### src/rtl/serial_add_ctrl_if.sv
// Handshake bus for the bit-serial adder: operand request channel and result channel.
interface serial_add_ctrl_if #(
  parameter int WIDTH = 8
);
  logic [WIDTH-1:0] A;
  logic [WIDTH-1:0] B;
  logic             Cin;
  logic             in_valid;
  logic             in_ready;
  logic [WIDTH-1:0] S;
  logic             Cout;
  logic             Ovf;
  logic             out_valid;
  logic             out_ready;

  modport master (
    output A, B, Cin, in_valid, out_ready,
    input  in_ready, S, Cout, Ovf, out_valid
  );

  modport slave (
    input  A, B, Cin, in_valid, out_ready,
    output in_ready, S, Cout, Ovf, out_valid
  );
endinterface

### src/rtl/serial_add_ctrl.sv
// Bit-serial adder: one full-adder slice reused for WIDTH cycles, LSB first,
// with a valid/ready handshake on both the operand and result sides.
module full_adder (
  input  logic i_a,
  input  logic i_b,
  input  logic i_c,
  output logic o_s,
  output logic o_c
);
  assign o_s = i_a ^ i_b ^ i_c;
  assign o_c = (i_a & i_b) | (i_c & (i_a ^ i_b));
endmodule

module serial_add_ctrl #(
  parameter int WIDTH = 8
) (
  input  logic              clk,
  input  logic              rst,
  serial_add_ctrl_if.slave  bus
);
  localparam int CW = $clog2(WIDTH + 1);

  typedef enum logic [1:0] {IDLE, SHIFT, DONE} state_t;

  state_t           r_state, w_next;
  logic [WIDTH-1:0] r_a, r_b, r_s;
  logic             r_c, r_cmsb;
  logic [CW-1:0]    r_cnt;
  logic             w_sum, w_co, w_last, w_load;
  logic             w_in_ready, w_out_valid;

  full_adder u_fa (
    .i_a (r_a[0]),
    .i_b (r_b[0]),
    .i_c (r_c),
    .o_s (w_sum),
    .o_c (w_co)
  );

  assign w_last = (r_cnt == CW'(WIDTH - 1));
  assign w_load = bus.in_valid && (r_state == IDLE);

  always_ff @(posedge clk or posedge rst) begin
    if (rst) r_state <= IDLE;
    else     r_state <= w_next;
  end

  always_comb begin
    w_next      = r_state;
    w_in_ready  = 1'b0;
    w_out_valid = 1'b0;
    case (r_state)
      IDLE: begin
        w_in_ready = 1'b1;
        if (bus.in_valid) w_next = SHIFT;
      end
      SHIFT: if (w_last) w_next = DONE;
      DONE: begin
        w_out_valid = 1'b1;
        if (bus.out_ready) w_next = IDLE;
      end
      default: w_next = IDLE;
    endcase
  end

  always_ff @(posedge clk or posedge rst) begin
    if (rst) begin
      r_a    <= '0;
      r_b    <= '0;
      r_s    <= '0;
      r_c    <= 1'b0;
      r_cmsb <= 1'b0;
      r_cnt  <= '0;
    end else if (w_load) begin
      r_a    <= bus.A;
      r_b    <= bus.B;
      r_s    <= '0;
      r_c    <= bus.Cin;
      r_cmsb <= 1'b0;
      r_cnt  <= '0;
    end else if (r_state == SHIFT) begin
      r_a   <= r_a >> 1;
      r_b   <= r_b >> 1;
      r_s   <= {w_sum, r_s[WIDTH-1:1]};
      r_c   <= w_co;
      r_cnt <= r_cnt + 1'b1;
      // Carry entering the MSB slice, kept for signed overflow.
      if (w_last) r_cmsb <= r_c;
    end
  end

  assign bus.in_ready  = w_in_ready;
  assign bus.out_valid = w_out_valid;
  assign bus.S         = r_s;
  assign bus.Cout      = r_c;
  assign bus.Ovf       = r_cmsb ^ r_c;
endmodule

### src/flat_wrapper.sv
// flat-port wrapper written by rule: the top's interface ports become plain ports
module serial_add_ctrl_flat 
#(
  parameter int WIDTH = 8
)
  (clk, rst, bus_A, bus_B, bus_Cin, bus_in_valid, bus_out_ready, bus_in_ready, bus_S, bus_Cout, bus_Ovf, bus_out_valid);
  serial_add_ctrl_if #(.WIDTH(WIDTH)) bus_i ();
  input  logic clk;
  input  logic rst;
  input wire logic [$bits(bus_i.A)-1:0] bus_A;
  input wire logic [$bits(bus_i.B)-1:0] bus_B;
  input wire logic [$bits(bus_i.Cin)-1:0] bus_Cin;
  input wire logic [$bits(bus_i.in_valid)-1:0] bus_in_valid;
  input wire logic [$bits(bus_i.out_ready)-1:0] bus_out_ready;
  output wire logic [$bits(bus_i.in_ready)-1:0] bus_in_ready;
  output wire logic [$bits(bus_i.S)-1:0] bus_S;
  output wire logic [$bits(bus_i.Cout)-1:0] bus_Cout;
  output wire logic [$bits(bus_i.Ovf)-1:0] bus_Ovf;
  output wire logic [$bits(bus_i.out_valid)-1:0] bus_out_valid;
  assign bus_i.A = bus_A;
  assign bus_i.B = bus_B;
  assign bus_i.Cin = bus_Cin;
  assign bus_i.in_valid = bus_in_valid;
  assign bus_i.out_ready = bus_out_ready;
  assign bus_in_ready = bus_i.in_ready;
  assign bus_S = bus_i.S;
  assign bus_Cout = bus_i.Cout;
  assign bus_Ovf = bus_i.Ovf;
  assign bus_out_valid = bus_i.out_valid;
  serial_add_ctrl #(.WIDTH(WIDTH)) u_core (.clk(clk), .rst(rst), .bus(bus_i));
endmodule
### config.mk
export PLATFORM = sky130hd
export DESIGN_NAME = serial_add_ctrl_flat
export DESIGN_NICKNAME = d
export VERILOG_FILES = /design/src/rtl/serial_add_ctrl_if.sv /design/src/rtl/serial_add_ctrl.sv /design/src/flat_wrapper.sv
export SDC_FILE = /design/constraint.sdc
export NUM_CORES = 1
export LEC_CHECK = 0
export CAP_MARGIN = 20
export CORE_ASPECT_RATIO = 1.75
export CORE_MARGIN = 5
export CORE_UTILIZATION = 45
export DETAILED_ROUTE_END_ITERATION = 8
export GPL_TIMING_DRIVEN = 0
export PLACE_DENSITY_LB_ADDON = 0.3
export SETUP_SLACK_MARGIN = 0.1
export SYNTH_ARGS = -nofsm -noshare
export SYNTH_HDL_FRONTEND = slang
export SYNTH_SLANG_ARGS = --single-unit
### constraint.sdc
create_clock -name clk -period 3.2 [get_ports clk]
set_clock_uncertainty 0.2 [all_clocks]
set_input_delay 0.48 -clock clk [delete_from_list [all_inputs] [get_ports clk]]
set_output_delay 0.48 -clock clk [all_outputs]
set_load 0.01 [all_outputs]
==> run_results.csv, run 1 <==
group,metric,value,unit
yosys,yosys_most_used_dff,"dfrtp_1",
placed_design,place.detailed.hpwl,2.63,mm
setup_path,worstPathCellList,"buf_2 > buf_2 > nor2_1 > clkdlybuf4s50_1",
detailed_routing,detail_route_antenna_nets,0,
floorplanning,die_x,54.1,um
layout,area.sequential,801,sq um
grt,grt.total_usage,17.5,%
grt,wire_length_of_the_first_global_routing_pass,6.00,mm
detailed_routing,drt-pass1-iter-count,4,
layout,final_design_area_no_fill,2010,sq um
detailed_routing,vias,1248,
power_and_ir_drop,p_leak,0.943,nW
setup_path,crit_path_max_incr_delay,0.54,ns
yosys,netlist.top_cell.by_area,"dfrtp_1",
power_and_ir_drop,swShare,34.5,%
yosys,ys_ff_latch,32,
timing,number_of_endpoints_with_negative_hold_slack_in_the_final_report,0,
timing,timing.final.setup_violations,0,
yosys,netlist_area,1530,sq um
yosys,cells_after_synthesis,152,
yosys,post_synth_edffs,0,
timing,worst_slew_pin_tran,0.438,ns
clock_network,htree_num_levels,2,
layout,final_cell_count_no_fill,237,
yosys,register_area_share_after_synthesis,52.4,%
clock_network,cts_root_buffer,"clkbuf_8",
setup_path,setup.worst_path.class,"reg2out",
detailed_routing,remaining_drc_errors,0,
yosys,synth-warning-count,0,
setup_path,regToRegSetupSlack,1.72,ns
grt,grt_start_max_net_pins,25,
placed_design,post_dp_cell_area,1930,sq um
yosys,synthMostInstantiatedCell,"dfrtp_1",
clock_network,postCtsSetupBuffers,0,
detailed_routing,avg_wl_per_cell,14.6,um
layout,nNetsFinal,215,
floorplanning,placement_rows,28,
status,status,"finished clean",
power_and_ir_drop,pwrdens,792,nW/um^2
setup_path,count_of_buffer_and_inverter_cells_on_the_critical_path,3,
timing,max-slew-margin-rel,70.8,%
power_and_ir_drop,cellInternalPower,1.04,mW
power_and_ir_drop,final_power,1.59,mW
grt,initial_antenna_violation_count,0,
timing,final.setup.tns,0,ns
clock_network,count_of_instances_resized_after_the_clock_tree_is_built,0,
yosys,post-synth-top-area-fraction,52.4,%
setup_path,critPathMaxFanout,10,
timing,final.period_utilization,76.5,%
layout,n_antenna_cell,0,
clock_network,clkSinkCount,32,
yosys,synth.lib_cells_used.distinct,24,
layout,layout-area-overhead-vs-synth,31.5,%
power_and_ir_drop,clock_power_share,17.9,%
grt,overflow,0,
placed_design,io_buffer_count,32,
yosys,synth.net_count,175,
floorplanning,start_util,45.9,%
clock_network,cts_tree,"done",
timing,slew_viol_final,0,
detailed_routing,initial_drt_markers,32,
setup_path,critPathLaunchType,"flip-flop",
placed_design,place.detailed.instances,230,
worst_hold_path,class_of_the_tightest_hold_or_removal_check,"reg2reg",
layout,layout.filler_cells,296,
setup_path,critPathCaptureType,"output pin",
power_and_ir_drop,combinationalPowerShare,40.4,%
grt,first_global_vias,1352,
clock_network,clk_path_buf_depth,2,
floorplanning,pin_count,33,
power_and_ir_drop,power.sequential.fraction,41.7,%
floorplanning,dieHeight,87.1,um
setup_path,path_delay_family,"buffers and inverters",
clock_network,cts_made_buffers,5,
yosys,fraction_of_registers_with_async_set_reset,100,%
yosys,top_cells_by_area_in_the_synthesized_netlist,"dfrtp_1 (52%), and3b_1 (8.6%), a21oi_1 (6.2%)",
placed_design,gp_routability_congestion,0.797,
layout,multi_input_comb_area,638,sq um
clock_network,insertion_delay,0.28,ns
timing,grt_setup_unrepaired,"no",
setup_path,timing.critical_path.slowest_stage_cell,"clkdlybuf4s50_1",
yosys,synthTopCellsByCount,"dfrtp_1 (32), nand2_1 (23), a21oi_1 (19)",
setup_path,crit_path_frequent_cell,"buf_2",
setup_path,worst_ep_required_time,2.52,ns
setup_path,arrival,1.77,ns
yosys,syn-mean-instance-area,10.1,sq um
clock_network,clk_pin_slew,0.06,ns
power_and_ir_drop,total_switching_power,550,uW
power_and_ir_drop,peakVddDrop,468,uV
job,max_cap_violations,0,
layout,layout.core_utilization,60.4,%
detailed_routing,routed_via_density,5.27,
timing,max_freq,408,MHz
floorplanning,core_area,3330,sq um
clock_network,holdBufCountCts,0,
layout,final_layout_size_suffix_gt1_share,9.90,%
detailed_routing,routed_wirelength,3.47,mm
floorplanning,fp.dieArea,4710,sq um
timing,final.min_clock_period,2.45,ns
worst register-to-register path, delay by kind of cell, from the launching register on:
kind	cells	cell delay, ns
compound gates	2	0.20
buf+inv	1	0.16
flops	1	0.44
simple gates	1	0.37
area by class of cell:
cell class	count	share of cell area (%)
flip-flops and latches	32	39.8
multi-input cells	105	31.7
repair buffers	33	17.3
plain buffers	11	3.73
clock buffers	6	3.61
well taps	45	2.80
inverters	4	0.747
clock inverters	1	0.249
cell usage in the layout (no fill, tap or decap):
master,n
o21ai_0,16
a22o_1,9
nand2b_1,2
o211ai_1,1
clkdlybuf4s50_1,32
o21bai_1,1
mux2_2,1
nor2b_1,5
o21ai_1,3
dfrtp_1,32
clkbuf_2,1
and3b_1,15
buf_4,3
clkbuf_1,1
or3b_1,1
clkinv_2,1
o311ai_1,1
ha_1,1
xor2_1,1
clkbuf_8,5
fa_1,1
inv_1,4
buf_6,2
a21oi_1,19
nand2_1,23
nand3_1,3
nor2_1,2
buf_16,1
buf_2,5
logic make-up (layout without fill, tap and decap cells):
kind of cell,after synthesis,count (layout),share of synthesized area (%)
buf+inv,15,55,5.89
fa+ha+maj,2,2,2.13
simple gates,51,51,19.1
compound gates,50,50,19.1
mux,1,1,0.736
xor+xnor,1,1,0.573
flops,32,32,52.4
worst paths after layout:
path                                   start                 to  cells past startpoint
setup / recovery           u_core.r_state[1]       bus_in_ready                      4
hold / removal                 u_core.r_b[5]      u_core.r_b[5]                      2
setup reg to reg           u_core.r_state[0]    u_core.bus.Cout                      4
hold reg to reg                u_core.r_b[5]      u_core.r_b[5]                      2
max in group asynchronous                rst  u_core.r_state[1]                      3
min in group asynchronous                rst      u_core.r_a[4]                      2
power by group through the flow:
stage	logic, mW	registers, mW	clock network, mW
global route	0.721	0.687	0.306
finish	0.643	0.665	0.285
CTS	0.656	0.665	0.290
floorplan	0.389	0.665	0
detailed placement	0.654	0.671	0
global placement	0.625	0.662	0
stage by stage:
stage / setup slack (ns) / hold slack (ns)
after floorplan: 1.62 / 0.249
after global placement: 1.05 / 0.262
after detailed placement: 1.04 / 0.281
after CTS: 0.744 / 0.296
after global routing: 0.673 / 0.327
final: 0.751 / 0.287
registers in the layout, indices dropped and copies added, names as in the netlist:
register	count
u_core.r_b	8
u_core.bus.Cout	1
u_core.r_a	8
u_core.bus.S	8
u_core.r_cmsb	1
u_core.r_state	2
u_core.r_cnt	4
routing by layer:
layer / global-route usage (%) / up-vias / wire length [um]
li1: - / 606 / -
met1: 19.0 / 605 / 1350
met2: 31.1 / 31 / 1920
met3: 5.15 / 6 / 147
met4: 6.12 / 0 / 59
met5: 0 / - / 0
Note: power is estimated with default switching activity, not from simulation.
==> run 2: changes to the inputs <==
Clock period 3.2 ns to 2 ns, I/O delays scaled along.
==> run_results.csv, run 2 (same netlist as run 1, synthesis figures left out) <==
group,metric,value,unit
setup_path,count_of_buffer_and_inverter_cells_on_the_critical_path,3,
status,status,"finished clean",
grt,overflow,0,
clock_network,holdBufCountCts,0,
clock_network,cts_made_buffers,5,
clock_network,clk_pin_slew,0.06,ns
setup_path,setup.worst_path.class,"reg2out",
timing,worst_slew_pin_tran,0.441,ns
clock_network,htree_num_levels,2,
detailed_routing,initial_drt_markers,33,
power_and_ir_drop,peakVddDrop,747,uV
detailed_routing,remaining_drc_errors,0,
detailed_routing,detail_route_antenna_nets,0,
timing,number_of_endpoints_with_negative_hold_slack_in_the_final_report,0,
power_and_ir_drop,total_switching_power,885,uW
setup_path,timing.critical_path.slowest_stage_cell,"dfrtp_2",
clock_network,clk_path_buf_depth,2,
setup_path,critical_path_cell_count,4,
timing,timing.final.setup_violations,0,
floorplanning,die_x,54.1,um
timing,max-slew-margin-rel,70.5,%
layout,layout.filler_cells,292,
layout,layout-area-overhead-vs-synth,32.2,%
layout,nNetsFinal,216,
grt,wire_length_of_the_first_global_routing_pass,6.04,mm
setup_path,crit_path_max_incr_delay,0.44,ns
power_and_ir_drop,power.sequential.fraction,41.4,%
layout,mostFrequentLayoutCell,"dfrtp_1",
layout,n_antenna_cell,0,
detailed_routing,vias,1257,
detailed_routing,routed_wirelength,3.47,mm
floorplanning,pin_count,33,
floorplanning,dieHeight,87.1,um
placed_design,io_buffer_count,32,
clock_network,cts_root_buffer,"clkbuf_8",
power_and_ir_drop,clock_power_share,18.0,%
timing,final.period_utilization,90.6,%
power_and_ir_drop,p_leak,0.967,nW
setup_path,crit_path_frequent_cell,"buf_4",
grt,grt.total_usage,17.6,%
setup_path,critPathCaptureType,"output pin",
placed_design,gp_routability_congestion,0.797,
grt,grt_start_max_net_pins,25,
floorplanning,start_util,45.9,%
detailed_routing,drt-pass1-iter-count,4,
placed_design,place.detailed.hpwl,2.63,mm
setup_path,critPathLaunchType,"flip-flop",
setup_path,critPathMaxFanout,10,
power_and_ir_drop,combinationalPowerShare,40.5,%
layout,layout.cells.most_common_list,"dfrtp_1 (31), clkdlybuf4s50_1 (29), nand2_1 (23), a21oi_1 (19), o21ai_0 (16)",
setup_path,timing.reg2reg.worst_path_depth,6,
timing,max_freq,552,MHz
worst_hold_path,class_of_the_tightest_hold_or_removal_check,"in2async",
timing,final.min_clock_period,1.81,ns
detailed_routing,routed_via_density,5.28,
layout,layout.core_utilization,60.7,%
setup_path,worst_ep_required_time,1.50,ns
timing,final.setup.tns,0,ns
setup_path,worstPathCellList,"buf_4 > buf_4 > nor2_1 > clkbuf_2",
job,max_cap_violations,0,
setup_path,arrival,1.31,ns
floorplanning,core_area,3330,sq um
layout,final_layout_size_suffix_gt1_share,11.4,%
power_and_ir_drop,swShare,34.6,%
detailed_routing,avg_wl_per_cell,14.6,um
timing,slew_viol_final,0,
grt,first_global_vias,1356,
timing,grt_setup_unrepaired,"no",
clock_network,insertion_delay,0.28,ns
floorplanning,placement_rows,28,
floorplanning,fp.dieArea,4710,sq um
power_and_ir_drop,cellInternalPower,1.67,mW
clock_network,cts_tree,"done",
power_and_ir_drop,pwrdens,1260,nW/um^2
grt,initial_antenna_violation_count,0,
clock_network,clkSinkCount,32,
setup_path,path_delay_family,"buffers and inverters",
-- run 2: changes by cell type in the layout (fill, tap and decap cells not counted) --
| cell | before | now |
|---|---|---|
| dlymetal6s2s_1 | 0 | 1 |
| clkdlybuf4s50_1 | 32 | 29 |
| buf_4 | 3 | 5 |
| dfrtp_1 | 32 | 31 |
| clkbuf_2 | 1 | 2 |
| dfrtp_2 | 0 | 1 |
| dlygate4sd2_1 | 0 | 1 |
| buf_2 | 5 | 3 |
| clkbuf_4 | 0 | 1 |
-- run 2: cell type report --
cell class	instances	area (sq um)	share of cell area, %
buffer	11	80.1	3.96
clock buffer	6	72.6	3.59
clock inverter	1	5.00	0.248
inverter	4	15.0	0.743
multi-input combinational	105	638	31.6
sequential	32	802	39.7
tap	45	56.3	2.79
timing repair buffer	34	352	17.4
-- run 2: final timing paths --
path,start,endpoint,slack [ns]
setup / recovery,u_core.r_state[0],bus_in_ready,0.19
hold / removal,rst,u_core.r_a[4],0.12
setup reg to reg,u_core.r_state[1],u_core.r_a[3],0.51
hold reg to reg,u_core.r_b[5],u_core.r_b[5],0.29
max in group asynchronous,rst,u_core.r_state[0],1.00
min in group clk,u_core.r_b[5],u_core.r_b[5],0.29
-- run 2: worst reg2reg max path, delay by kind of cell, from the launching register on --
kind	cells	cell delay [ns]
buffers and inverters	3	0.49
flip-flops	1	0.39
AO/OA/AOI/OAI	2	0.24
AND/OR/NAND/NOR	1	0.06
-- run 2: timing repair --
action / in CTS / in global routing
endpoints found under the setup margin: 2 / 2
resized for setup: 4 / 4
setup buffers: 1 / 0
endpoints found under the hold margin: 0 / 0
-- run 2: power groups by stage --
stage | logic, mW | clock network (mW) | registers [mW]
2_1_floorplan | 0.623 | 0 | 1.06
3_3_place_gp | 1.00 | 0 | 1.06
3_5_place_dp | 1.05 | 0 | 1.07
4_1_cts | 1.06 | 0.463 | 1.06
5_1_grt | 1.16 | 0.489 | 1.09
6_report | 1.04 | 0.461 | 1.06
-- run 2: stage by stage --
stage               hold WS (ns)  total power [mW]  cell area (sq um)  setup slack (ns)  std cells
floorplan                  0.216              1.69               1530             0.579        152
global placement           0.262              2.06               1910            0.0271        229
detailed placement         0.281              2.12               1930            0.0234        230
CTS                        0.124              2.59               2020            0.0545        238
global route               0.157              2.75               2020             0.124        238
finish                     0.123              2.56               2020             0.188        238
-- run 2: per-layer routing --
| layer | vias up | GRT usage [%] | share of wire, % |
|---|---|---|---|
| met5 | - | 0 | 0 |
| met4 | 0 | 6.12 | 1.7 |
| met3 | 6 | 5.15 | 4.8 |
| met2 | 36 | 31.3 | 56 |
| met1 | 607 | 19.1 | 38 |
| li1 | 608 | - | - |
==> run 3: changes to the inputs <==
Settings changed: CELL_PAD_IN_SITES_DETAIL_PLACEMENT from default to 0, CELL_PAD_IN_SITES_GLOBAL_PLACEMENT from default to 1, CORE_UTILIZATION 45 to 34.
==> run_results.csv, run 3 (same netlist as run 1, synthesis figures left out) <==
group,metric,value,unit
status,status,"finished clean",
timing,timing.hold.ws,0.207,ns
clock_network,clk_pin_slew,0.06,ns
setup_path,timing.reg2reg.worst_path_depth,4,
placed_design,gp_routability_congestion,0.742,
clock_network,cts_root_buffer,"clkbuf_8",
grt,grt.total_usage,13.7,%
floorplanning,dieHeight,98.7,um
timing,number_of_endpoints_with_negative_hold_slack_in_the_final_report,0,
grt,initial_antenna_violation_count,0,
floorplanning,start_util,34.7,%
power_and_ir_drop,pwrdens,1270,nW/um^2
detailed_routing,routed_wirelength,3.69,mm
timing,worst_slew_pin_tran,0.651,ns
timing,max_freq,548,MHz
grt,grt_start_max_net_pins,20,
timing,max-slew-margin-rel,56.5,%
setup_path,worstPathCellList,"buf_4 > buf_4 > nor2_1 > clkbuf_2",
detailed_routing,remaining_drc_errors,0,
floorplanning,fp.dieArea,5990,sq um
clock_network,postCtsSetupBuffers,0,
power_and_ir_drop,final_power,2.56,mW
power_and_ir_drop,combinationalPowerShare,40.1,%
clock_network,insertion_delay,0.28,ns
floorplanning,die_x,60.7,um
clock_network,clkSinkCount,32,
setup_path,regToRegSetupSlack,0.52,ns
grt,first_global_vias,1389,
floorplanning,pin_count,33,
grt,overflow,0,
setup_path,arrival,1.33,ns
power_and_ir_drop,clock_power_share,18.3,%
setup_path,timing.critical_path.slowest_stage_cell,"dfrtp_2",
detailed_routing,initial_drt_markers,31,
detailed_routing,detail_route_antenna_nets,0,
timing,final.period_utilization,91.3,%
floorplanning,placement_rows,32,
power_and_ir_drop,power.sequential.fraction,41.6,%
setup_path,worst_ep_required_time,1.50,ns
floorplanning,core_area,4400,sq um
layout,nNetsFinal,214,
clock_network,cts_made_buffers,5,
power_and_ir_drop,peakVddDrop,606,uV
setup_path,crit_path_max_incr_delay,0.45,ns
detailed_routing,vias,1256,
setup_path,timing.rr.end,"u_core.bus.Cout",
setup_path,crit_path_frequent_cell,"buf_4",
setup_path,critPathLaunchType,"flip-flop",
setup_path,reg2reg_launch_point,"u_core.r_state[0]",
detailed_routing,drt-pass1-iter-count,4,
setup_path,critPathCaptureType,"output pin",
clock_network,cts_tree,"done",
detailed_routing,avg_wl_per_cell,15.2,um
clock_network,clk_path_buf_depth,2,
layout,layout.filler_cells,461,
power_and_ir_drop,total_switching_power,904,uW
layout,n_antenna_cell,0,
worst_hold_path,class_of_the_tightest_hold_or_removal_check,"in2async",
power_and_ir_drop,swShare,35.3,%
layout,mostFrequentLayoutCell,"dfrtp_1",
layout,area.sequential,803,sq um
timing,slew_viol_final,0,
setup_path,setup.worst_path.class,"reg2out",
job,max_cap_violations,0,
timing,timing.final.setup_violations,0,
power_and_ir_drop,p_leak,0.945,nW
layout,final_layout_size_suffix_gt1_share,11.0,%
layout,multi_input_comb_area,638,sq um
timing,final.setup.tns,0,ns
layout,layout-area-overhead-vs-synth,31.5,%
setup_path,critPathMaxFanout,10,
timing,final.min_clock_period,1.83,ns
clock_network,htree_num_levels,2,
power_and_ir_drop,cellInternalPower,1.65,mW
detailed_routing,routed_via_density,5.19,
timing,grt_setup_unrepaired,"no",
placed_design,io_buffer_count,32,
layout,layout.cells.most_common_list,"dfrtp_1 (30), clkdlybuf4s50_1 (29), nand2_1 (23), a21oi_1 (19), o21ai_0 (16)",
placed_design,place.detailed.hpwl,2.85,mm
grt,wire_length_of_the_first_global_routing_pass,6.33,mm
## run 3: power by group through the flow
stage	Clock (mW)	Combinational [mW]	Sequential [mW]
global route	0.502	1.15	1.10
floorplan	0	0.623	1.06
detailed placement	0	1.07	1.08
CTS	0.472	1.05	1.07
finish	0.468	1.03	1.07
global placement	0	1.02	1.06
## run 3: routing by layer
metal | global-route usage (%) | vias to the layer above | wire [um]
li1 | - | 606 | -
met1 | 15.2 | 614 | 1400
met2 | 24.9 | 29 | 2070
met3 | 2.75 | 7 | 153
met4 | 4.51 | 0 | 59
met5 | 0 | - | 0
## run 3: worst max path at each step
stage,startpoint,endpoint,slack (ns),depth (start not counted)
2_1_floorplan,u_core.bus.Cout,u_core.bus.S[7],0.58,3
3_3_place_gp,u_core.r_state[1],bus_in_ready,0.007,4
3_5_place_dp,u_core.r_state[1],bus_in_ready,-0.007,4
4_1_cts,u_core.r_state[0],bus_in_ready,0.05,4
5_1_grt,u_core.r_state[0],bus_in_ready,0.10,4
6_report,u_core.r_state[0],bus_in_ready,0.17,4
## run 3: stage by stage
step	utilization [%]	setup slack [ns]	std cells	instance area (sq um)
floorplan	-	0.579	152	1530
global placement	43.4	0.00693	235	1910
detailed placement	44.1	-0.00725	236	1940
CTS	45.8	0.0513	242	2020
global route	45.7	0.101	242	2010
finish	45.7	0.174	242	2010
## run 3: worst max-delay path: cells and delay by family, from the launching register on
family / cells / cell delay, ns
buffers and inverters: 3 / 0.51
flip-flops: 1 / 0.45
AND/OR/NAND/NOR: 1 / 0.09
## run 3: layout make-up
| cell class | instances | area share, % |
|---|---|---|
| Buffer | 10 | 3.61 |
| Clock buffer | 6 | 3.61 |
| Clock inverter | 1 | 0.249 |
| Inverter | 4 | 0.747 |
| Multi-Input combinational cell | 105 | 31.7 |
| Sequential cell | 32 | 40.0 |
| Tap cell | 51 | 3.17 |
| Timing Repair Buffer | 33 | 16.9 |
## run 3: what timing repair did
item	CTS	global route
hold buffers	0	0
pin swaps	0	0
setup endpoints to repair	3	1
resized for setup	7	1
